==> src/rtl/clksw_sequencer.sv <==
// clksw_sequencer: drives the hsclk_sel request into the HS/LS CPU clock
// switch and waits for the switch's resynchronised status to confirm the
// requested mode. Mode requests arrive over a valid/ready handshake; done
// pulses once the accepted request has completed. A minimum LS dwell is
// enforced, and transitions that take too long raise a sticky timeout flag.
module clksw_sequencer #(
   parameter int unsigned SYNC_STAGES = 2,   // flops per status resynchroniser, >= 2
   parameter int unsigned TIMEOUT     = 64,  // transition cycles before timeout_err, 1..255
   parameter int unsigned HOLD_CYCLES = 16   // minimum LS dwell after confirmation, 1..255
) (
   input  logic hsclk_in,
   input  logic rst,
   input  logic req_valid,
   input  logic req_ls,
   output logic req_ready,
   output logic done,
   output logic hsclk_sel,
   input  logic hsclk_selected,
   input  logic lsclk_selected,
   output logic ls_active,
   output logic hs_active,
   output logic timeout_err,
   input  logic err_clr
);

   localparam int unsigned CNT_W = 8;
   localparam logic [CNT_W-1:0] TIMEOUT_C   = CNT_W'(TIMEOUT);
   localparam logic [CNT_W-1:0] TO_LAST_C   = CNT_W'(TIMEOUT - 1);
   localparam logic [CNT_W-1:0] HOLD_LAST_C = CNT_W'(HOLD_CYCLES - 1);
   localparam logic [CNT_W-1:0] CNT_ONE_C   = CNT_W'(1);

   typedef enum logic [2:0] {
      ST_HS      = 3'd0,   // settled in HS, select high
      ST_TO_LS   = 3'd1,   // select low, waiting for LS confirmation
      ST_LS_HOLD = 3'd2,   // LS confirmed, serving the minimum dwell
      ST_LS      = 3'd3,   // settled in LS, select low
      ST_TO_HS   = 3'd4    // select high, waiting for HS confirmation
   } state_t;

   // Status resynchronisers
   logic [SYNC_STAGES-1:0] hs_sync_q;
   logic [SYNC_STAGES-1:0] ls_sync_q;
   logic                   hs_s;
   logic                   ls_s;

   // Sequencer state and counters
   state_t           state_q, state_d;
   logic [CNT_W-1:0] trans_cnt_q, trans_cnt_d;
   logic [CNT_W-1:0] hold_cnt_q, hold_cnt_d;
   logic [CNT_W-1:0] trans_step;

   // Registered outputs
   logic req_ready_q, req_ready_d;
   logic done_q, done_d;
   logic hsclk_sel_q, hsclk_sel_d;
   logic ls_active_q, ls_active_d;
   logic hs_active_q, hs_active_d;
   logic timeout_err_q, timeout_err_d;

   // Decode helpers
   logic accept;
   logic confirm_ls;
   logic confirm_hs;
   logic err_set;

   // Shift the asynchronous switch status through the resynchroniser chains.
   always_ff @(posedge hsclk_in) begin
      // NOTE: the sync chains are reset too, so a stale status captured before
      // reset can never confirm a mode the switch has not reported since.
      if (rst) begin
         hs_sync_q <= '0;
         ls_sync_q <= '0;
      end else begin
         // NOTE: non-blocking assignments make every flop sample the old value
         // of its neighbour; blocking ones would collapse the chain to one flop.
         hs_sync_q <= {hs_sync_q[SYNC_STAGES-2:0], hsclk_selected};
         ls_sync_q <= {ls_sync_q[SYNC_STAGES-2:0], lsclk_selected};
      end
   end

   assign hs_s = hs_sync_q[SYNC_STAGES-1];
   assign ls_s = ls_sync_q[SYNC_STAGES-1];

   // State, counter and output registers; reset lands in TO_LS because the
   // switch itself resets into LS and that confirmation must still be seen.
   always_ff @(posedge hsclk_in) begin
      if (rst) begin
         state_q       <= ST_TO_LS;
         trans_cnt_q   <= '0;
         hold_cnt_q    <= '0;
         req_ready_q   <= 1'b0;
         done_q        <= 1'b0;
         hsclk_sel_q   <= 1'b0;
         ls_active_q   <= 1'b0;
         hs_active_q   <= 1'b0;
         timeout_err_q <= 1'b0;
      end else begin
         state_q       <= state_d;
         trans_cnt_q   <= trans_cnt_d;
         hold_cnt_q    <= hold_cnt_d;
         req_ready_q   <= req_ready_d;
         done_q        <= done_d;
         hsclk_sel_q   <= hsclk_sel_d;
         ls_active_q   <= ls_active_d;
         hs_active_q   <= hs_active_d;
         timeout_err_q <= timeout_err_d;
      end
   end

   // Next-state, counter and output decode.
   always_comb begin
      // NOTE: every signal driven here gets a default first so no path can
      // leave one unassigned and infer a latch.
      state_d     = state_q;
      trans_cnt_d = trans_cnt_q;
      hold_cnt_d  = hold_cnt_q;
      done_d      = 1'b0;
      err_set     = 1'b0;

      // req_ready_q is high exactly in HS and LS, so it doubles as the
      // "may accept" qualifier.
      accept     = req_valid && req_ready_q;
      confirm_ls = ls_s && !hs_s;
      confirm_hs = hs_s && !ls_s;
      trans_step = (trans_cnt_q == TIMEOUT_C) ? trans_cnt_q : trans_cnt_q + CNT_ONE_C;

      case (state_q)
         ST_HS: begin
            if (accept) begin
               if (req_ls) begin
                  state_d     = ST_TO_LS;
                  trans_cnt_d = '0;
               end else begin
                  done_d = 1'b1;
               end
            end
         end

         ST_TO_LS: begin
            if (confirm_ls) begin
               state_d    = ST_LS_HOLD;
               hold_cnt_d = '0;
               done_d     = 1'b1;
            end else begin
               trans_cnt_d = trans_step;
               err_set     = (trans_cnt_q == TO_LAST_C);
            end
         end

         ST_LS_HOLD: begin
            if (hold_cnt_q == HOLD_LAST_C) begin
               state_d = ST_LS;
            end else begin
               hold_cnt_d = hold_cnt_q + CNT_ONE_C;
            end
         end

         ST_LS: begin
            if (accept) begin
               if (!req_ls) begin
                  state_d     = ST_TO_HS;
                  trans_cnt_d = '0;
               end else begin
                  done_d = 1'b1;
               end
            end
         end

         ST_TO_HS: begin
            if (confirm_hs) begin
               state_d = ST_HS;
               done_d  = 1'b1;
            end else begin
               trans_cnt_d = trans_step;
               err_set     = (trans_cnt_q == TO_LAST_C);
            end
         end

         default: begin
            state_d     = ST_TO_LS;
            trans_cnt_d = '0;
         end
      endcase

      // Outputs are decoded from the next state so they line up with it.
      req_ready_d = (state_d == ST_HS) || (state_d == ST_LS);
      hsclk_sel_d = (state_d == ST_HS) || (state_d == ST_TO_HS);
      ls_active_d = (state_d == ST_LS_HOLD) || (state_d == ST_LS);
      hs_active_d = (state_d == ST_HS);

      // A timeout set beats a simultaneous clear.
      if (err_set) begin
         timeout_err_d = 1'b1;
      end else if (err_clr) begin
         timeout_err_d = 1'b0;
      end else begin
         timeout_err_d = timeout_err_q;
      end
   end

   assign req_ready   = req_ready_q;
   assign done        = done_q;
   assign hsclk_sel   = hsclk_sel_q;
   assign ls_active   = ls_active_q;
   assign hs_active   = hs_active_q;
   assign timeout_err = timeout_err_q;

endmodule

==> config.mk <==
export PLATFORM = sky130hd
export DESIGN_NAME = clksw_sequencer
export DESIGN_NICKNAME = d
export VERILOG_FILES = /design/src/rtl/clksw_sequencer.sv
export SDC_FILE = /design/constraint.sdc
export NUM_CORES = 1
export LEC_CHECK = 0
export ABC_AREA = 1
export CAP_MARGIN = 10
export CORE_MARGIN = 2
export CORE_UTILIZATION = 55
export DETAILED_ROUTE_END_ITERATION = 8
export GPL_TIMING_DRIVEN = 0
export HOLD_SLACK_MARGIN = 0.06
export PLACE_DENSITY = 0.76
export SKIP_CTS_REPAIR_TIMING = 1
export SLEW_MARGIN = 25
export SYNTH_ARGS = -nofsm -noshare
export SYNTH_HDL_FRONTEND = slang
export SYNTH_SLANG_ARGS = --single-unit
==> constraint.sdc <==
create_clock -name hsclk_in -period 3.8 [get_ports hsclk_in]
set_input_delay 0.76 -clock hsclk_in [delete_from_list [all_inputs] [get_ports hsclk_in]]
set_output_delay 0.76 -clock hsclk_in [all_outputs]
set_load 0.03 [all_outputs]
==> reports/results.tsv <==
stage	metric	value	unit
status	status	completed	
sta	maximum clock frequency	479.1	MHz
run	max cap viols	0	
finish	nets@finish	274	
setup_path	CP bufs+invs	1	
worst_hold_path	Worst Hold Class	reg2reg	
sta	Worst-Margin Slew	0.5431	ns
clocking	CTS buffer count	5	
detailed_routing	Wirelength per Cell	10.41	um
die	starting density of the core	58.12	%
setup_path	crit start category	flip-flop	
grt	largest net degree at the start of global routing	11	
synth	top-area cell type share of the netlist area	35.91	%
sta	min Tclk post-route	2.087	ns
detailed_routing	Pre-Repair DR Iteration Count	4	
place	HPWL Detailed	2316	um
place	IO buf count	12	
grt	grt total ovfl	0	
setup_path	RR Endpoint	hold_cnt_q[4]	
synth	yosys warns	0	
setup_path	Critical Path End Type	output port	
synth	Netlist cell types	26	
sta	Final Setup Violations	0	
synth	Cell Area, Synth	0.001617	sq mm
setup_path	worst reg2reg path depth	9	
synth	sequential area share after synthesis	35.91	%
synth	Yosys top cell by area	dfxtp_1	
finish	area grow syn2layout	13.24	%
setup_path	CP required	3.04	ns
setup_path	beginning of the critical path	timeout_err	
detailed_routing	DRC	0	
power	overall power	661.3	uW
die	core area	0.002781	sq mm
finish	layout cells sized above 1	10.98	%
sta	Pins Over Slew Limit	0	
finish	Ant. Diodes	0	
clocking	Clock Latency Late Sink	0.33	ns
die	die area	0.003389	sq mm
synth	Post-synth top flop	dfxtp_1	
grt	vias in the first global route	1247	
clocking	CTS tree	yes	
detailed_routing	met3 routed WL	136	um
synth	Syn Inst Count	245	
detailed_routing	Routed Antenna Nets	0	
sta	Fin. Hold Viols	0	
sta	Max-slew headroom	63.80	%
detailed_routing	top sig layer	met4	
place	placed standard-cell area	0.001775	sq mm
detailed_routing	vias per inst	5.010	
grt	total global-route track usage	20.33	%
sta	RSZ-0062 raised after global routing	false	
sta	Clock Skew	0.006678	ns
setup_path	critical path depth	1	
detailed_routing	WL final	3072	um
setup_path	Critical Path End	timeout_err	
place	placed instance count	288	
clocking	root buffer cell	clkbuf_4	
die	Die Wd	58.22	um
finish	Finished Layout Cells	295	
die	Ports	13	
setup_path	kind of critical path	reg2out	
setup_path	CP cell instances	clkdlybuf4s50_1	
synth	top post-synthesis cells by area	dfxtp_1 (36%), nand2_1 (14%), nor2_1 (9.1%)	
sta	Setup TNS	0	ns
detailed_routing	Met2 Wirelength	1354	um
power	Max VDD drop	0.2933	mV
synth	Synth top cells by count	nand2_1 (60), nor2_1 (39), inv_1 (38)	
setup_path	slowest stage delay, CP	0.66	ns
synth	Avg Inst Size Synth	6.598	sq um
detailed_routing	DRT iter0 DRCs	54	
grt	global-route wire length before repair	5106	um
setup_path	critical path's top delay family	buffers and inverters	
power	Pleak	0.0008563	uW
setup_path	Worst Path Arrival	1.33	ns
sta	final worst path period share	54.92	%
detailed_routing	vias	1478	
clocking	CTS Buffer Depth	2	
synth	asr flop ratio synth	0	%
finish	Finished Cell Area	0.001831	sq mm
setup_path	crit-path max FO	2	
clocking	Clock Sink Count	29	
setup_path	flop-to-flop setup slack	2.24	ns
setup_path	CP max-delay cell	clkdlybuf4s50_1	
power	Pwr Density	361.2	mW/mm^2
synth	register bit total from synthesis	29	
grt	initial antenna violation count	0	
die	DIE HEIGHT	58.22	um
die	std cell rows	19	
synth	Post-synth EDFFs	0	
clocking	H-tree depth	2	
synth	most numerous cell in the Yosys netlist	nand2_1	
synth	Synthesized Nets	255	
detailed_routing	met1 wire length	1521	um
setup_path	reg-to-reg startpoint	hold_cnt_q[0]	
clocking	clk slew on worst S/H paths	0.09	ns
place	gpl congestion	0.8471	
## stage by stage
| step | utilization (%) | hold slack (ns) | setup slack [ns] |
|---|---|---|---|
| CTS | 65.81 | 0.4031 | 1.689 |
| finish | 65.81 | 0.4030 | 1.713 |
| global route | 65.81 | 0.4202 | 1.637 |
| detailed placement | 63.83 | 0.3916 | 1.392 |
| floorplan | - | 0.3883 | 2.247 |
| global placement | 63.83 | 0.3945 | 1.440 |
## cells in the final DEF (no fill, tap or decap), types with 2 or more instances in the layout
master	instances
nor2_4	2
nand4_1	6
nor2_2	2
nand2_1	60
nand2_2	8
nor2_1	39
clkbuf_4	5
o21ai_0	6
nor3_1	4
dfxtp_1	29
clkdlybuf4s50_1	12
inv_1	38
nand3_2	3
a21oi_1	18
o21ai_2	2
nand3_1	13
ha_1	3
clkbuf_1	2
xor2_1	2
## how the worst min path moves through the flow
stage,start,to,slack (ns),cells past startpoint
2_1_floorplan,hs_sync_q[0],hs_sync_q[1],0.39,2
3_3_place_gp,hs_sync_q[0],hs_sync_q[1],0.39,2
3_5_place_dp,ls_sync_q[0],ls_sync_q[1],0.39,2
4_1_cts,ls_sync_q[0],ls_sync_q[1],0.40,2
5_1_grt,hs_sync_q[0],hs_sync_q[1],0.42,2
6_report,ls_sync_q[0],ls_sync_q[1],0.40,2
## routing by layer
metal / global-route usage [%] / vias to the layer above
met2: 31.01 / 26
met3: 6.696 / 8
met5: 0 / -
met1: 25.90 / 639
met4: 9.635 / 0
li1: - / 805
## cell type report
cell class,count,area [sq um]
Buffer,3,18.77
Sequential cell,29,580.6
Fill cell,263,950.9
Timing Repair Buffer,12,120.1
Tap cell,31,38.79
Clock buffer,7,55.05
Inverter,39,146.4
Multi-Input combinational cell,174,870.8
## cells by family (layout without fill, tap and decap cells)
logic type	after synthesis	in the layout	share of synthesized area, %
buf+inv	42	61	10.22
flops	29	29	35.91
fa+ha+maj	3	3	2.322
xor+xnor	3	3	1.626
simple gates	140	140	40.40
compound gates	28	28	9.521
## report_power, final
part,total (uW),switching [uW],internal [uW]
combinational,138,86.4,51.6
clock,190,103,87.2
sequential,333,14.4,319
## registers in the layout, summed over array words and instances (netlist names)
signal       cells
hold_cnt_q       8
state_q          3
timeout_err      1
trans_cnt_q      8
ls_sync_q        2
hs_active        1
ls_active        1
done             1
req_ready        1
hsclk_sel        1
hs_sync_q        2
No activity file was read; power rests on OpenSTA's default activity.
